==> config.mk <==
export PLATFORM = sky130hd
export DESIGN_NAME = lane_id_tracker
export DESIGN_NICKNAME = d
export VERILOG_FILES = /design/src/rtl/lane_id_tracker.sv
export SDC_FILE = /design/constraint.sdc
export NUM_CORES = 1
export LEC_CHECK = 0
export CELL_PAD_IN_SITES_DETAIL_PLACEMENT = 1
export CELL_PAD_IN_SITES_GLOBAL_PLACEMENT = 2
export CORE_UTILIZATION = 30
export DETAILED_ROUTE_END_ITERATION = 10
export PLACE_DENSITY_LB_ADDON = 0.15
export SETUP_SLACK_MARGIN = 0.05
export SLEW_MARGIN = 20
export SYNTH_ARGS = -nofsm -noshare
export SYNTH_HDL_FRONTEND = slang
export SYNTH_SLANG_ARGS = --single-unit
==> constraint.sdc <==
create_clock -name i_clock -period 17.86 [get_ports i_clock]
set_clock_uncertainty 0.05 [all_clocks]
set_input_delay 4.465 -clock i_clock [delete_from_list [all_inputs] [get_ports i_clock]]
set_output_delay 4.465 -clock i_clock [all_outputs]
set_load 0.05 [all_outputs]
==> src/rtl/lane_id_tracker.sv <==
// Lane ID tracker: decodes the per-AM-slot comparator match mask to a binary
// logical lane ID and locks the physical-to-logical mapping once the same ID
// has been seen on enough consecutive AM slots. Lock is dropped after enough
// consecutive bad slots. All outputs are registered.
module lane_id_tracker #(
  parameter int N_ALIGNER    = 20,
  parameter int ID_LEN       = $clog2(N_ALIGNER),
  parameter int LOCK_COUNT   = 4,
  parameter int UNLOCK_COUNT = 3,
  parameter int CNT_LEN      = $clog2(((LOCK_COUNT > UNLOCK_COUNT) ? LOCK_COUNT : UNLOCK_COUNT) + 1)
) (
  input  logic                 i_clock,
  input  logic                 i_reset,
  input  logic                 i_enable,
  input  logic                 i_am_valid,
  input  logic [N_ALIGNER-1:0] i_match_mask,
  output logic [ID_LEN-1:0]    o_lane_id,
  output logic                 o_lock,
  output logic                 o_id_change,
  output logic                 o_no_hit,
  output logic                 o_multi_hit
);

  typedef enum logic [1:0] {
    ST_UNLOCKED  = 2'd0,
    ST_CANDIDATE = 2'd1,
    ST_LOCKED    = 2'd2
  } state_t;

  localparam logic [CNT_LEN-1:0] LOCK_CNT_C   = CNT_LEN'(LOCK_COUNT);
  localparam logic [CNT_LEN-1:0] UNLOCK_CNT_C = CNT_LEN'(UNLOCK_COUNT);
  localparam logic [CNT_LEN-1:0] CNT_ONE_C    = CNT_LEN'(1);
  localparam logic [CNT_LEN-1:0] CNT_ZERO_C   = {CNT_LEN{1'b0}};
  localparam logic [CNT_LEN-1:0] CNT_MAX_C    = {CNT_LEN{1'b1}};

  // Number of set mask bits, saturated at 2 (0 = no hit, 1 = good, 2 = multi).
  function automatic logic [1:0] hit_count(input logic [N_ALIGNER-1:0] mask);
    logic [1:0] cnt;
    cnt = 2'd0;
    for (int k = 0; k < N_ALIGNER; k++) begin
      if (mask[k] && (cnt != 2'd2)) begin
        cnt = cnt + 2'd1;
      end else begin
        cnt = cnt;
      end
    end
    return cnt;
  endfunction

  // Index of the set bit; only meaningful when exactly one bit is set.
  function automatic logic [ID_LEN-1:0] hit_index(input logic [N_ALIGNER-1:0] mask);
    logic [ID_LEN-1:0] idx;
    idx = {ID_LEN{1'b0}};
    for (int k = 0; k < N_ALIGNER; k++) begin
      if (mask[k]) begin
        idx = ID_LEN'(k);
      end else begin
        idx = idx;
      end
    end
    return idx;
  endfunction

  // Saturating counter increment: never wraps back to zero.
  function automatic logic [CNT_LEN-1:0] sat_inc(input logic [CNT_LEN-1:0] v);
    return (v == CNT_MAX_C) ? v : (v + CNT_ONE_C);
  endfunction

  state_t              state_r, state_s;
  logic [ID_LEN-1:0]   candidate_r, candidate_s;
  logic [CNT_LEN-1:0]  match_cnt_r, match_cnt_s;
  logic [CNT_LEN-1:0]  miss_cnt_r, miss_cnt_s;
  logic [CNT_LEN-1:0]  inc_s;
  logic [ID_LEN-1:0]   lane_id_r, lane_id_s;
  logic                lock_r, lock_s;
  logic                id_change_r, id_change_s;
  logic                no_hit_r, no_hit_s;
  logic                multi_hit_r, multi_hit_s;

  logic                event_s;
  logic [1:0]          hits_s;
  logic                good_s;
  logic [ID_LEN-1:0]   id_s;

  assign event_s = i_enable & i_am_valid;
  assign hits_s  = hit_count(i_match_mask);
  assign good_s  = (hits_s == 2'd1);
  assign id_s    = hit_index(i_match_mask);

  // Next-state and next-output computation for the lock FSM.
  always_comb begin
    state_s     = state_r;
    candidate_s = candidate_r;
    match_cnt_s = match_cnt_r;
    miss_cnt_s  = miss_cnt_r;
    lane_id_s   = lane_id_r;
    id_change_s = 1'b0;
    no_hit_s    = 1'b0;
    multi_hit_s = 1'b0;
    inc_s       = CNT_ZERO_C;
    if (event_s) begin
      no_hit_s    = (hits_s == 2'd0);
      multi_hit_s = (hits_s == 2'd2);
      case (state_r)
        ST_UNLOCKED: begin
          if (good_s) begin
            candidate_s = id_s;
            match_cnt_s = CNT_ONE_C;
            if (LOCK_CNT_C <= CNT_ONE_C) begin
              state_s     = ST_LOCKED;
              lane_id_s   = id_s;
              miss_cnt_s  = CNT_ZERO_C;
              id_change_s = (id_s != lane_id_r);
            end else begin
              state_s = ST_CANDIDATE;
            end
          end else begin
            state_s = ST_UNLOCKED;
          end
        end
        ST_CANDIDATE: begin
          if (good_s && (id_s == candidate_r)) begin
            inc_s       = sat_inc(match_cnt_r);
            match_cnt_s = inc_s;
            if (inc_s >= LOCK_CNT_C) begin
              state_s     = ST_LOCKED;
              lane_id_s   = candidate_r;
              miss_cnt_s  = CNT_ZERO_C;
              id_change_s = (candidate_r != lane_id_r);
            end else begin
              state_s = ST_CANDIDATE;
            end
          end else if (good_s) begin
            candidate_s = id_s;
            match_cnt_s = CNT_ONE_C;
          end else begin
            state_s     = ST_UNLOCKED;
            match_cnt_s = CNT_ZERO_C;
          end
        end
        ST_LOCKED: begin
          if (good_s && (id_s == lane_id_r)) begin
            miss_cnt_s = CNT_ZERO_C;
          end else begin
            // A different good ID is treated exactly like a bad slot.
            inc_s = sat_inc(miss_cnt_r);
            if (inc_s >= UNLOCK_CNT_C) begin
              state_s     = ST_UNLOCKED;
              match_cnt_s = CNT_ZERO_C;
              miss_cnt_s  = CNT_ZERO_C;
            end else begin
              miss_cnt_s = inc_s;
            end
          end
        end
        default: begin
          state_s     = ST_UNLOCKED;
          match_cnt_s = CNT_ZERO_C;
          miss_cnt_s  = CNT_ZERO_C;
        end
      endcase
    end else begin
      state_s = state_r;
    end
    lock_s = (state_s == ST_LOCKED);
  end

  // State and output registers; synchronous reset dominates the enable.
  always_ff @(posedge i_clock) begin
    if (i_reset) begin
      state_r     <= ST_UNLOCKED;
      candidate_r <= {ID_LEN{1'b0}};
      match_cnt_r <= CNT_ZERO_C;
      miss_cnt_r  <= CNT_ZERO_C;
      lane_id_r   <= {ID_LEN{1'b0}};
      lock_r      <= 1'b0;
      id_change_r <= 1'b0;
      no_hit_r    <= 1'b0;
      multi_hit_r <= 1'b0;
    end else begin
      state_r     <= state_s;
      candidate_r <= candidate_s;
      match_cnt_r <= match_cnt_s;
      miss_cnt_r  <= miss_cnt_s;
      lane_id_r   <= lane_id_s;
      lock_r      <= lock_s;
      id_change_r <= id_change_s;
      no_hit_r    <= no_hit_s;
      multi_hit_r <= multi_hit_s;
    end
  end

  assign o_lane_id   = lane_id_r;
  assign o_lock      = lock_r;
  assign o_id_change = id_change_r;
  assign o_no_hit    = no_hit_r;
  assign o_multi_hit = multi_hit_r;

endmodule

==> results.cfg <==
[global_routing]
grt_pass1_vias = 2694
antenna_found_initial = 0
grt_max_degree = 31
grt-ovfl-total = 0
grt_pass1_wl_um = 12500
grt_util_all_layers_pct = 17.8

[final_layout]
syn_to_final_growth_pct = 53.6
drive_above_1_share_pct = 36.7
num-fill-cells = 895
regArea_um2 = 440
final_common_cell = buf_4
multiInputGateArea_um2 = 2250
layout.nets = 445
diodes = 0
final_cell_mix = buf_4 (72), clkdlybuf4s50_1 (29), dfxtp_1 (22)

[floorplanning]
dieWidth_um = 93.0
die_y_um = 93.0
start_util_pct = 31.5
dieArea_um2 = 8650
ios = 33
num_rows = 32
core_region_area_um2 = 7890

[min_path]
hold_end = miss_cnt_r[2]
hold-path-cell-count = 1
hold_path.class = reg -> reg
holdCritStartpoint = miss_cnt_r[2]

[logic_synthesis]
yosys_warnings = 0
synthCells = 296
avgSynthCellArea_um2 = 8.39
synth_edf_count = 0
ys_ff_latch = 22
synthFlopType = dfxtp_1
synth_area_um2 = 2480
syn_nets = 342
ys_seq_area_share_pct = 17.7
synth.distinct_cells = 59
async_flop_share_pct = 0

[placed_design]
portBuffers = 32
dp_slack_ns = -0.795
dp_hpwl_um = 5810
gp_congestion = 0.753

[clock_network]
ctsLongestPathBuffers = 2
ctsHtreeMaxLevel = 1
clkSlewWorstSetupHoldPaths_ns = 0.09
cts_buffers = 3
cts-hold-fix-buffers = 0
clock_latency_ns = 0.27
cts_tree = yes
clock_sinks = 22
clock-root-buffer = clkbuf_8

[worst_setup_path]
crit_arrival_ns = 17.26
critPathRequiredTime_ns = 17.98
rr_endpoint = miss_cnt_r[1]
cpMostUsedCell = ha_2
setup.worst_path.class = in -> reg
slowest_delay_ns = 0.40
r2r_cells = 8
rrSetupSlack_ns = 15.18
rr_startpoint = candidate_r[4]
cpMaxStageDelayCell = or3_4
critPathLaunchType = input port
path_max_fanout = 5
worst_setup_path_end_kind = flop

[sta]
max_freq_mhz = 58.3
hold_slack_ns = 0.431
fin_crit_sh_pct = 96.0
slew-limit-headroom_pct = 34.1
hold_viol_final = 0
maxSlewViolCount = 0
layout_min_cycle_time_ns = 17.14
worst_slew_pin_slew_ns = 0.985
setup_viol = 0
timing.final.ws_setup_ns = 0.720

[route]
vias = 2589
ant_nets = 0
drtIter0Drc = 47
wl_per_cell_um = 15.5
drc = 0
wl_um = 7760
drt-pass1-iter-count = 5
viasPerCell = 5.18

[flow_run]
maxCapViolations = 0

[outcome]
outcome = completed
-- cells by family (layout without fill, tap and decap cells) --
| logic type | after synthesis | after routing | share of synthesized area [%] |
|---|---|---|---|
| multiplexers | 15 | 15 | 6.14 |
| adder cells (fa/ha/maj) | 22 | 22 | 11.1 |
| AO/OA/AOI/OAI | 73 | 73 | 20.9 |
| XOR/XNOR | 32 | 32 | 15.5 |
| AND/OR/NAND/NOR | 112 | 112 | 25.6 |
| flip-flops | 22 | 22 | 17.7 |
| buffers and inverters | 20 | 122 | 3.07 |
-- synthesized netlist by cell type, types with 5 or more instances --
master	n	area (um^2)
a21oi_1	14	70.1
nor3_1	14	70.1
nor2_1	22	82.6
nand2b_1	23	144
a21o_1	8	60.1
o21ai_0	6	30.0
clkbuf_1	7	26.3
ha_1	22	275
xnor2_1	12	105
dfxtp_1	22	440
a211oi_1	6	45.0
nor2b_1	13	81.3
mux2i_1	13	130
nand2_1	12	45.0
nand3_1	5	25.0
inv_1	12	45.0
xor2_1	12	105
-- how the worst max path moves through the flow --
stage | from | to | slack, ns
final | i_match_mask[0] | match_cnt_r[1] | 0.72
after global routing | i_match_mask[0] | match_cnt_r[1] | -0.11
after CTS | i_match_mask[0] | match_cnt_r[1] | 0.07
after detailed placement | i_match_mask[0] | miss_cnt_r[1] | -0.80
after global placement | i_match_mask[0] | miss_cnt_r[1] | -0.35
after floorplan | i_match_mask[0] | match_cnt_r[1] | 0.09
-- timing repair --
action	in CTS	in global routing
resized for setup	15	59
gates cloned	0	0
setup endpoints to repair	21	22
buffers inserted	0	10
pin swaps	0	18
-- stage by stage --
stage               setup TNS [ns]  instance area, um^2  utilization [%]  std cells
finish                           0                 3820             48.4        500
global route                -0.386                 3820             48.4        500
CTS                              0                 3500             44.3        490
detailed placement          -14.24                 3380             42.8        486
global placement             -4.78                 3380             42.8        486
floorplan                        0                 2480                -        296
-- per-layer routing --
layer	part of all wire [%]	track usage [%]	up-vias
met5	0	0	-
met4	1.0	4.10	0
met3	1.6	1.06	8
met2	52	33.3	32
met1	45	22.1	1265
li1	-	-	1284
-- worst max-delay path: cells and delay by family --
family                   cells  cell delay [ns]
AND/OR/NAND/NOR             27             3.73
adder cells (fa/ha/maj)     18             3.63
AO/OA/AOI/OAI               16             2.59
buffers and inverters        7             0.79
multiplexers                 2             0.42
XOR/XNOR                     6             1.64
-- state kept, by name, indices dropped and copies added, names as in the netlist --
register     cells
candidate_r      5
o_no_hit         1
o_multi_hit      1
match_cnt_r      3
state_r          2
o_id_change      1
miss_cnt_r       3
o_lane_id        5
o_lock           1
-- final cells by class --
class,count,area share (%)
clock buffer,3,1.08
clock inverter,1,0.787
inverter,13,1.31
multi-input combinational,254,58.9
sequential,22,11.5
tap,102,3.34
timing repair buffer,105,23.0
Power is not shown: default switching activity piles up to over one toggle a cycle in this logic, so the estimate is an artifact.
